--- config.mk ---
export PLATFORM = sky130hd
export DESIGN_NAME = cla_pipelined_subtractor
export DESIGN_NICKNAME = d
export VERILOG_FILES = /design/src/rtl/cla_pipelined_subtractor.sv
export SDC_FILE = /design/constraint.sdc
export NUM_CORES = 1
export LEC_CHECK = 0
export ABC_CLOCK_PERIOD_IN_PS = 2000
export CAP_MARGIN = 20
export CORE_MARGIN = 8
export CORE_UTILIZATION = 56
export DETAILED_ROUTE_END_ITERATION = 10
export PLACE_DENSITY = 0.83
export SETUP_SLACK_MARGIN = 0.3
export SYNTH_ARGS = -nofsm -noshare
export SYNTH_HDL_FRONTEND = slang
export SYNTH_SLANG_ARGS = --single-unit
--- constraint.sdc ---
create_clock -name clk -period 2 [get_ports clk]
set_input_delay 0.5 -clock clk [delete_from_list [all_inputs] [get_ports clk]]
set_output_delay 0.5 -clock clk [all_outputs]
set_load 0.01 [all_outputs]
--- src/rtl/cla_pipelined_subtractor.sv ---
// 16-bit A - B - Bin subtractor, four pipelined 4-bit carry-lookahead stages with valid/ready flow control.
// Optional signed-overflow output enabled by defining CLA_SUB_OVF_EN.
module cla_pipelined_subtractor (
    input  logic        clk,
    input  logic        rst_n,
    input  logic        in_valid,
    output logic        in_ready,
    input  logic [15:0] A,
    input  logic [15:0] B,
    input  logic        Bin,
    output logic        out_valid,
    input  logic        out_ready,
    output logic [15:0] Diff,
    output logic        Bout
`ifdef CLA_SUB_OVF_EN
    ,
    output logic        Ovf
`endif
);

    localparam int unsigned W  = 16;
    localparam int unsigned NW = 4;

    // 4-bit two-level lookahead adder: returns {carry_out, sum}
    function automatic logic [NW:0] cla4(input logic [NW-1:0] a, input logic [NW-1:0] bn,
                                         input logic cin);
        logic [NW-1:0] p;
        logic [NW-1:0] g;
        logic [NW:0]   c;
        p    = a ^ bn;
        g    = a & bn;
        c[0] = cin;
        c[1] = g[0] | (p[0] & cin);
        c[2] = g[1] | (p[1] & g[0]) | (p[1] & p[0] & cin);
        c[3] = g[2] | (p[2] & g[1]) | (p[2] & p[1] & g[0]) | (p[2] & p[1] & p[0] & cin);
        c[4] = g[3] | (p[3] & g[2]) | (p[3] & p[2] & g[1]) | (p[3] & p[2] & p[1] & g[0])
             | (p[3] & p[2] & p[1] & p[0] & cin);
        return {c[4], p ^ c[NW-1:0]};
    endfunction

    logic           advance;

    logic           in_v_q;
    logic [W-1:0]   in_a_q;
    logic [W-1:0]   in_b_q;
    logic           in_bin_q;

    logic           s0_v_q;
    logic [3:0]     s0_sum_q;
    logic           s0_c_q;
    logic [15:4]    s0_a_q;
    logic [15:4]    s0_b_q;

    logic           s1_v_q;
    logic [7:0]     s1_sum_q;
    logic           s1_c_q;
    logic [15:8]    s1_a_q;
    logic [15:8]    s1_b_q;

    logic           s2_v_q;
    logic [11:0]    s2_sum_q;
    logic           s2_c_q;
    logic [15:12]   s2_a_q;
    logic [15:12]   s2_b_q;

    logic           out_valid_q;
    logic [W-1:0]   diff_q;
    logic           bout_q;

    logic [NW:0]    n0_d;
    logic [NW:0]    n1_d;
    logic [NW:0]    n2_d;
    logic [NW:0]    n3_d;

    assign advance   = ~out_valid_q | out_ready;
    assign in_ready  = advance;
    assign out_valid = out_valid_q;
    assign Diff      = diff_q;
    assign Bout      = bout_q;

    // Subtraction as A + ~B + ~Bin, one nibble per stage
    always_comb begin
        n0_d = cla4(in_a_q[3:0],   ~in_b_q[3:0],   ~in_bin_q);
        n1_d = cla4(s0_a_q[7:4],   ~s0_b_q[7:4],   s0_c_q);
        n2_d = cla4(s1_a_q[11:8],  ~s1_b_q[11:8],  s1_c_q);
        n3_d = cla4(s2_a_q[15:12], ~s2_b_q[15:12], s2_c_q);
    end

`ifdef CLA_SUB_OVF_EN
    logic ovf_q;
    logic ovf_d;

    // Operand sign bits ride along in the upper-nibble operand registers
    assign ovf_d = (s2_a_q[15] ^ s2_b_q[15]) & (s2_a_q[15] ^ n3_d[3]);
    assign Ovf   = ovf_q;

    always_ff @(posedge clk or negedge rst_n) begin
        if (!rst_n) begin
            ovf_q <= 1'b0;
        end else if (advance) begin
            ovf_q <= ovf_d;
        end
    end
`endif

    always_ff @(posedge clk or negedge rst_n) begin
        if (!rst_n) begin
            in_v_q      <= 1'b0;
            in_a_q      <= '0;
            in_b_q      <= '0;
            in_bin_q    <= 1'b0;
            s0_v_q      <= 1'b0;
            s0_sum_q    <= '0;
            s0_c_q      <= 1'b0;
            s0_a_q      <= '0;
            s0_b_q      <= '0;
            s1_v_q      <= 1'b0;
            s1_sum_q    <= '0;
            s1_c_q      <= 1'b0;
            s1_a_q      <= '0;
            s1_b_q      <= '0;
            s2_v_q      <= 1'b0;
            s2_sum_q    <= '0;
            s2_c_q      <= 1'b0;
            s2_a_q      <= '0;
            s2_b_q      <= '0;
            out_valid_q <= 1'b0;
            diff_q      <= '0;
            bout_q      <= 1'b0;
        end else if (advance) begin
            in_v_q      <= in_valid;
            in_a_q      <= A;
            in_b_q      <= B;
            in_bin_q    <= Bin;

            s0_v_q      <= in_v_q;
            s0_sum_q    <= n0_d[3:0];
            s0_c_q      <= n0_d[4];
            s0_a_q      <= in_a_q[15:4];
            s0_b_q      <= in_b_q[15:4];

            s1_v_q      <= s0_v_q;
            s1_sum_q    <= {n1_d[3:0], s0_sum_q};
            s1_c_q      <= n1_d[4];
            s1_a_q      <= s0_a_q[15:8];
            s1_b_q      <= s0_b_q[15:8];

            s2_v_q      <= s1_v_q;
            s2_sum_q    <= {n2_d[3:0], s1_sum_q};
            s2_c_q      <= n2_d[4];
            s2_a_q      <= s1_a_q[15:12];
            s2_b_q      <= s1_b_q[15:12];

            out_valid_q <= s2_v_q;
            diff_q      <= {n3_d[3:0], s2_sum_q};
            bout_q      <= ~n3_d[4];
        end
    end

endmodule

Word level (Yosys, flattened, before mapping)
Cells that the tools add are included.
W data, S select, Z words.
{"block": "totals", "wordCells": 146, "ff_bits": 130, "input_bits": 37, "output_inout_bits": 19}
{"block": "classes", "bitwise": 124}
{"op": "$and A1 B1 Y1", "count": 64}
{"op": "$or A1 B1 Y1", "count": 41}
{"op": "$xor A4 B4 Y4", "count": 8}
{"op": "$and A4 B4 Y4", "count": 4}
{"op": "$not A4 Y4", "count": 4}
{"op": "$not A1 Y1", "count": 3}

Depth between registers and ports, before layout
Gate-level depths: netlist of run 1.
{"block": "depth", "ltp_word": 8, "ltp_mapped": 7, "depth_no_buf": 6}

Worst setup path after synthesis of run 1
No wires, ideal clock.
{"block": "synth_timing", "path_kind": "register to register", "startpoint": "register in_b_q[0]", "endpoint": "register s0_sum_q[2]", "period_less_slack_ps": 1574, "setup_time_ps": 120, "setup_slack_ps": 426, "n_path_buf": 0, "path_stages_with_launch": 7, "t_required_ps": 1880, "arrival_time_ps": 1454, "path_cell_list": "dfrtp_1 > inv_1 > ha_1 > nor2b_1 > o21a_1 > or3_1 > a31o_1"}
{"block": "synth_via", "elab_chain_len": 6, "elab_cells_between_ends": 9, "cone_classes": "bitwise: 9"}
{"item": "start: declaration", "line_no": "45", "rtl": "logic [W-1:0] in_b_q;"}
{"item": "start signal: assignment", "line_no": "110", "rtl": "in_b_q <= '0;"}
{"item": "start signal: assignment", "line_no": "133", "rtl": "in_b_q <= B;"}
{"item": "$not A4 Y4 *", "line_no": "83", "rtl": "n0_d = cla4(in_a_q[3:0], ~in_b_q[3:0], ~in_bin_q);"}
{"item": "$and A4 B4 Y4 or $xor A4 B4 Y4 (tied branches)", "line_no": "31, 30"}
{"item": "$and A1 B1 Y1", "line_no": "34", "rtl": "c[2] = g[1] | (p[1] & g[0]) | (p[1] & p[0] & cin);"}
{"item": "$or A1 B1 Y1 or $and A1 B1 Y1 (tied branches)", "line_no": "34"}
{"item": "$or A1 B1 Y1 *", "line_no": "34"}
{"item": "$xor A4 B4 Y4 *", "line_no": "38", "rtl": "return {c[4], p ^ c[NW-1:0]};"}
{"item": "end signal: assignment", "line_no": "137", "rtl": "s0_sum_q <= n0_d[3:0];"}
{"item": "end: declaration", "line_no": "49", "rtl": "logic [3:0] s0_sum_q;"}
Mark *: on every way between the ends. The rest lies on a longest branch, timed or not.
A chain may end at the register's enable or synchronous reset.

Worst setup path in the final report of run 1
{"block": "layout_timing", "startpoint": "register out_valid_q (netlist: out_valid)", "endpoint": "output port in_ready"}
{"block": "layout_via", "elab_chain_len": 2}
{"item": "start: declaration", "line_no": "66", "rtl": "logic out_valid_q;"}
{"item": "start signal: assignment", "line_no": "154", "rtl": "out_valid_q <= s2_v_q;"}
{"item": "$not A1 Y1", "line_no": "75", "rtl": "assign advance = ~out_valid_q | out_ready;"}
{"item": "$or A1 B1 Y1", "line_no": "75"}
{"item": "end: declaration", "line_no": "7", "rtl": "output logic in_ready,"}
Every way passes these cells.

==> summary.log, run 1 <==
INFO  global_route   initial_antenna_violation_count=0
INFO  worst_setup_path worst_setup_path_start_kind=flip-flop
INFO  global_route   largest_net_degree_at_the_start_of_global_routing=71
INFO  global_route   globalRouteTotalUtil=17.81%
INFO  hold_path      hold_path.class=in2async
INFO  floorplan      ios=56
INFO  place          placed_cells=764
INFO  yosys          synth_area_in_adders=5.172%
INFO  worst_setup_path worst-setup-path-type=reg2out
INFO  cts            worst_skew_pair.late_latency=530ps
INFO  global_route   grt-ovfl-total=0
INFO  sta            number_of_failing_hold_endpoints_at_the_final_stage=0
INFO  cells_and_area syn_to_final_growth=24.50%
INFO  floorplan      die_h=114.4um
INFO  yosys          synth.mux.area_fraction=0.1847%
INFO  cells_and_area finish.net_count=712
INFO  sta            max_slew.worst_pin.slew=432.8ps
INFO  worst_setup_path critical_path.cell_chain=nor2b_4 > inv_4 > buf_6
INFO  floorplan      chipWidth=114.4um
INFO  sta            post-route-period-util=88.87%
INFO  sta            timing.final.ws_setup=222.6ps
INFO  yosys          synth_cell_types=25
INFO  cells_and_area share_of_post_route_cells_with_drive_strength_above_1=8.982%
INFO  route          route.detailed.drc=0
INFO  cells_and_area total_area_of_multi_input_combinational_cells=1957um^2
INFO  yosys          syn_nets=648
INFO  yosys          postSynth.topFlopCell=dfrtp_1
INFO  sta            setup-tns-final=0ps
INFO  sta            rsz0062_at_grt=yes
INFO  place          place.gp.congestion=0.8273
INFO  power          ir_worst_vdd=815.2uV
INFO  cells_and_area instances_no_fill=801
INFO  cts            cts_buffers=17
INFO  yosys          synthesis.area_per_instance=9.169um^2
INFO  yosys          synth.largest_area_cell=dfrtp_1
INFO  route          drt_first_iter_violations=209
INFO  sta            finalSetupViolations=0
INFO  cells_and_area count_of_filler_cells_inserted_in_the_layout=710
INFO  worst_setup_path timing.critical_path.fanout_max=3
INFO  floorplan      floorplan.initialDensity=56.48%
INFO  cts            cts.path.max_buffers=2
INFO  worst_setup_path cp-end-kind=primary output
INFO  place          pre_cts_ws=6.543ps
INFO  route          detail_route.wl_per_cell=13.12um
INFO  floorplan      total_die_area=13,080um^2
INFO  yosys          seq_area_frac_synth=60.03%
INFO  route          routed-via-count=3,942
INFO  worst_setup_path critPathRequiredTime=1500ps
INFO  sta            max_clock_freq=562.6MHz
INFO  yosys          synth_edf_count=0
INFO  worst_setup_path critical_path_arrival=1280ps
INFO  global_route   first_global_vias=3,946
INFO  place          placed_cell_area=6163um^2
INFO  cts            h-tree-depth=4
INFO  cts            clk_root_buffer_cell=clkbuf_8
INFO  yosys          synthDominantCellAreaShare=60.03%
INFO  global_route   grt_first_pass_wirelength=18,150um
INFO  cts            clk_transition_reported_paths=60ps
INFO  yosys          synth_top_family_by_area=simple AND/OR/NAND/NOR gates
INFO  route          drt_first_pass_iters=4
INFO  cells_and_area post-route-cell-area=6746um^2
INFO  yosys          synth_compound_gate_area_share=5.888%
INFO  cells_and_area final_core_utilization=70.32%
INFO  cts            cts_tree=yes
INFO  yosys          syn-cell-area=5419um^2
INFO  yosys          synth_xor_area_share=1.778%
INFO  power          pd_cells=1643nW/um^2
INFO  worst_setup_path cpMaxStageDelayCell=dfrtp_1
INFO  yosys          yosys_register_bits=130
INFO  power          total_leakage_power=0.003474uW
INFO  floorplan      coreArea=9594um^2
INFO  yosys          synth_simple_gate_area_share=22.72%
INFO  sta            slew_viol_final=0
INFO  route          finalWirelength=10,510um
INFO  worst_setup_path cpPeakStageDelay=340ps
INFO  route          viasPerCell=4.921
INFO  sta            period_minus_slack=1777ps
INFO  yosys          syn-instance-count=591
INFO  run            max-cap-violations=0
INFO  cells_and_area regArea=3253um^2
INFO  floorplan      num_rows=36
INFO  sta            worst_slew_margin_rel=71.15%
INFO  route          route.antenna.remaining_nets=0
INFO  place          place.port_buffers=55
INFO  yosys          synth.area.top_cells=dfrtp_1, nand2_1, ha_1
INFO  run_status     run_status=finished clean
INFO  cells_and_area antenna-diode-count=0
INFO  sta            finalClockSkew=5.693ps
INFO  yosys          ys_async_sr_fraction=100.0%
INFO  cts            clock-sinks=130
INFO  place          detailed_place_hpwl=7016um
INFO  yosys          yosys_warnings=0
registers in the layout, indices dropped and copies added, names as in the netlist:
name and count:
s0_a_q 12, s1_c_q 1, s1_b_q 8, s0_c_q 1
s2_a_q 4, Bout 1, out_valid 1, in_a_q 16
s2_b_q 4, s1_sum_q 8, s1_v_q 1, s0_sum_q 4
in_bin_q 1, s2_sum_q 12, s0_b_q 12, in_b_q 16
Diff 16, s2_c_q 1, s2_v_q 1, s0_v_q 1
in_v_q 1, s1_a_q 8
per-stage QoR:
step / power [uW] / hold slack [ps]
6_report: 11080 / 377.5
3_5_place_dp: 8338 / 398.0
2_1_floorplan: 7002 / 204.4
3_3_place_gp: 8070 / 396.8
5_1_grt: 11980 / 386.6
4_1_cts: 11150 / 365.1
cell usage after synthesis (2+ instances only):
master	n
buf_2	13
a21o_1	4
xor2_1	2
buf_4	7
ha_1	16
clkbuf_1	8
a41oi_1	3
nand2_1	314
xnor2_1	9
o21ai_0	33
a21oi_1	12
and2_1	2
nor2_1	4
dfrtp_1	130
inv_1	20
nor2b_1	2
fa_1	4
worst max-delay path, delay by kind of cell, from the launching register on:
kind          cells  cell delay (ps)
flops             1              340
simple gates      1              230
buf+inv           2              170
cell type report:
cell class | instances | share of cell area (%)
flip-flops and latches | 130 | 48.22
multi-input cells | 412 | 29.01
repair buffers | 73 | 10.96
clock buffers | 17 | 6.139
well taps | 133 | 2.467
clock inverters | 15 | 2.003
inverters | 21 | 1.205
timing repair:
action | in CTS | in global routing
setup buffers | 1 | 3
pin swaps | 0 | 2
endpoints found under the setup margin | 19 | 9
hold buffers | 1 | 0
hold endpoints to repair | 15 | 0
resized for setup | 36 | 7
final timing paths:
check / from / end / slack [ps] / cells past startpoint
min in group clk: s2_v_q / out_valid / 460 / 1
max in group asynchronous: rst_n / in_v_q / 1070 / 3
min: rst_n / in_a_q[2] / 380 / 2
min reg2reg: s2_v_q / out_valid / 460 / 1
max: out_valid / in_ready / 220 / 3
max reg2reg: in_b_q[0] / s0_sum_q[2] / 400 / 6
report_power, final:
part / total [uW] / internal, uW / leakage, uW / switching [uW]
Combinational: 3830 / 1690 / 0.00163 / 2140
Clock: 2820 / 1650 / 0.000269 / 1170
Sequential: 4440 / 3800 / 0.00157 / 640
cell usage in the layout (no fill, tap or decap), types with 5 or more instances in the layout:
cell type          n
inv_1             19
dfrtp_1          130
clkbuf_16         16
buf_12             6
o21ai_0           33
a21oi_1           12
buf_4             12
xnor2_1            9
clkdlybuf4s15_1   13
clkdlybuf4s50_1   34
ha_1              15
clkinv_4           5
nand2_1          314
kinds of logic after synthesis:
group                      count (synthesis)
adders and majority gates                 20
AOI/OAI and AO/OA                         56
buffers and inverters                     49
xor gates and xnor gates                  11
muxes                                      1
and+or+nand+nor                          324
DFF                                      130
per-layer routing:
layer	wire [um]	GRT usage, %
met1	4585	21.32
met5	0	0
met4	196	7.365
met3	555	6.487
met2	5170	28.51
Power figures use the tool's default switching activity.
==> inputs of run 2 (changes only) <==
--- a/config.mk
+++ b/config.mk
@@ -5,6 +5,7 @@
 export SDC_FILE = /design/constraint.sdc
 export NUM_CORES = 1
 export LEC_CHECK = 0
+export ABC_AREA = 1
 export ABC_CLOCK_PERIOD_IN_PS = 2000
 export CAP_MARGIN = 20
 export CORE_MARGIN = 8
==> run 2 against run 1 <==
Via count rose by 5.0%. Non-clock buffer count down 8. Design area shrank 0.37%. Largest power group unchanged.
==> summary.log, run 2 <==
INFO  run_status     run_status=finished clean
INFO  route          viasPerCell=5.054
INFO  worst_setup_path timing.critical_path.fanout_max=2
INFO  cts            clk_transition_reported_paths=50ps
INFO  sta            worst_slew_margin_rel=61.07%
INFO  sta            number_of_failing_hold_endpoints_at_the_final_stage=0
INFO  cts            cts_buffers=17
INFO  worst_setup_path worst_setup_path_start_kind=flip-flop
INFO  worst_setup_path critical_path_arrival=1200ps
INFO  yosys          postSynth.topFlopCell=dfrtp_1
INFO  sta            max_slew.worst_pin.slew=583.9ps
INFO  cts            worst_skew_pair.late_latency=510ps
INFO  worst_setup_path worstReg2RegEnd=s0_sum_q[1]
INFO  yosys          syn_nets=674
INFO  cells_and_area layout_commonest_cell=nand2_1
INFO  power          ir_worst_vdd=901.0uV
INFO  yosys          synth.largest_area_cell=dfrtp_1
INFO  worst_setup_path critical_path.cell_chain=inv_2 > nor2_4 > inv_4 > buf_6
INFO  sta            finalClockSkew=4.547ps
INFO  yosys          synth_cell_types=21
INFO  route          route.antenna.remaining_nets=0
INFO  route          drt_first_pass_iters=5
INFO  worst_setup_path timing.reg2reg.setup_slack=500ps
INFO  power          intPower=7127uW
INFO  power          power.clock.fraction=25.5%
INFO  global_route   grt_first_pass_wirelength=19,340um
INFO  floorplan      coreArea=9639um^2
INFO  yosys          yosysMostFrequentCell=nand2_1
INFO  cts            h-tree-depth=4
INFO  global_route   globalRouteTotalUtil=18.49%
INFO  global_route   initial_antenna_violation_count=0
INFO  cells_and_area share_of_post_route_cells_with_drive_strength_above_1=6.414%
INFO  global_route   first_global_vias=4,293
INFO  floorplan      total_die_area=13,220um^2
INFO  worst_setup_path timing.critical_path.buf_inv=3
INFO  run            max-cap-violations=0
INFO  worst_setup_path cp-end-kind=primary output
INFO  power          total_leakage_power=0.003479uW
INFO  yosys          synth.area.top_cells=dfrtp_1, nand2_1, ha_1
INFO  route          routed-via-count=4,139
INFO  cells_and_area antenna-diode-count=0
INFO  global_route   groute.layer.met3.usage=5.725%
INFO  route          finalWirelength=10,830um
INFO  cells_and_area finish.net_count=731
INFO  power          p_sw=3896uW
INFO  cells_and_area layout.cells.most_common_list=nand2_1, dfrtp_1, inv_1
INFO  worst_setup_path worst-setup-path-type=reg2out
INFO  worst_setup_path critical_path.top_delay_family=flip-flops
INFO  floorplan      die_h=115.0um
INFO  yosys          synthesis.area_per_instance=8.894um^2
INFO  sta            max_clock_freq=587.8MHz
INFO  worst_setup_path r2r.worst_path.cells=6
INFO  place          place.gp.congestion=0.7820
INFO  place          detailed_place_hpwl=7048um
INFO  sta            period_minus_slack=1701ps
INFO  sta            slew_viol_final=0
INFO  yosys          yosys_register_bits=130
INFO  floorplan      floorplan.initialDensity=56.93%
INFO  floorplan      ios=56
INFO  global_route   globalRoute.busiestLayer=met2
INFO  cts            post-cts-setup-buffer-count=0
INFO  cts            cts_tree=yes
INFO  yosys          ys_async_sr_fraction=100.0%
INFO  global_route   fraction_of_met1_tracks_used_by_global_routing=20.97%
INFO  power          p_comb_share=34.4%
INFO  cells_and_area syn_to_final_growth=22.48%
INFO  cts            clk_root_buffer_cell=clkbuf_8
INFO  cts            clock-sinks=130
INFO  sta            finalSetupViolations=0
INFO  yosys          syn-cell-area=5488um^2
INFO  place          place.port_buffers=55
INFO  yosys          synthDominantCellAreaShare=59.28%
INFO  global_route   met2_usage=31.45%
INFO  hold_path      whs_path_depth=2
INFO  power          power.sequential.fraction=40.0%
INFO  sta            timing.final.ws_setup=298.6ps
INFO  route          detail_route.wl_per_cell=13.22um
INFO  worst_setup_path worstReg2RegStart=out_valid
INFO  yosys          synth_top_cells_by_count=nand2_1, dfrtp_1, inv_1
INFO  global_route   largest_net_degree_at_the_start_of_global_routing=94
INFO  sta            post-route-period-util=85.07%
INFO  sta            setup-tns-final=0ps
INFO  yosys          yosys_warnings=0
INFO  cts            cts.path.max_buffers=2
INFO  hold_path      worstHoldStart=s2_v_q
INFO  hold_path      hold_path.class=reg2reg
INFO  cells_and_area final_core_utilization=69.73%
INFO  worst_setup_path cpMaxStageDelayCell=dfrtp_1
INFO  yosys          syn-instance-count=617
INFO  floorplan      num_rows=36
INFO  sta            rsz0062_at_grt=yes
INFO  hold_path      worst_hold_path.endpoint=out_valid
INFO  power          power.switching_fraction=35.34%
INFO  yosys          synth_edf_count=0
INFO  route          drt_first_iter_violations=235
INFO  worst_setup_path critPathRequiredTime=1500ps
INFO  power          pd_cells=1640nW/um^2
INFO  worst_setup_path cpPeakStageDelay=360ps
INFO  place          pre_cts_ws=-176.6ps
INFO  global_route   grt-ovfl-total=0
INFO  floorplan      chipWidth=115.0um
INFO  yosys          seq_area_frac_synth=59.28%
INFO  route          route.detailed.drc=0
==> run 2: changes by cell type after synthesis, sizes merged, moves of 9 or more <==
cell and delta:
a21oi -9, nor2 +11, inv +21, nand2 -15
o21ai +18, nand3 +17
==> run 2: power groups by stage <==
stage	Sequential, uW	Clock, uW	Combinational (uW)
final	4410	2810	3790
after detailed placement	4440	0	3840
after global placement	4390	0	3620
after floorplan	4370	0	2660
after CTS	4420	2870	3810
after global routing	4550	3000	4400
==> run 2: worst max path at each step <==
stage | startpoint | to | slack [ps] | cells after the start
2_1_floorplan | out_valid | in_ready | 550 | 4
3_3_place_gp | out_ready | in_ready | -180 | 4
3_5_place_dp | out_ready | in_ready | -180 | 4
4_1_cts | out_valid | in_ready | 100 | 4
5_1_grt | out_valid | in_ready | 230 | 4
6_report | out_valid | in_ready | 300 | 4
==> run 2: logic make-up (layout without fill, tap and decap cells) <==
family          Yosys count  in the layout  share of synthesized area (%)
fa+ha+maj                20             20                          5.107
buf+inv                  69            138                          5.859
xor+xnor                  4              4                         0.6385
compound gates           54             54                          4.925
flops                   130            130                          59.28
simple gates            340            340                          24.19
==> run 2: final cells by class <==
cell class	instances	area (um^2)
clock inverters	4	47.55
clock buffers	27	501.7
flip-flops and latches	130	3253
fillers	735	2918
repair buffers	65	679.4
inverters	42	160.2
multi-input cells	418	1913
well taps	133	166.4
==> run 2: timing repair <==
item,CTS,global route
hold endpoints to repair,27,0
hold buffers,1,0
setup endpoints to repair,19,11
pin swaps,1,1
resized for setup,28,16
==> run 2: metrics by stage <==
stage	power, uW	hold slack (ps)	instances	area (um^2)
after global placement	8012	432.1	787	6158
after global routing	11950	473.4	819	6721
after floorplan	7037	204.4	617	5488
final	11020	461.3	819	6721
after detailed placement	8278	454.5	787	6158
after CTS	11090	455.5	819	6705
==> run 2: worst min-delay path, cell delays in order, from the launching register on <==
cell     delay, ps
dfrtp_1        330
inv_1           50
nand2_1         60
==> run 2: per-layer routing <==
metal / vias up / share of wire [%]
li1: 2022 / -
met4: 0 / 1.8
met5: - / 0
met1: 1993 / 42
met2: 102 / 51
met3: 22 / 5.3
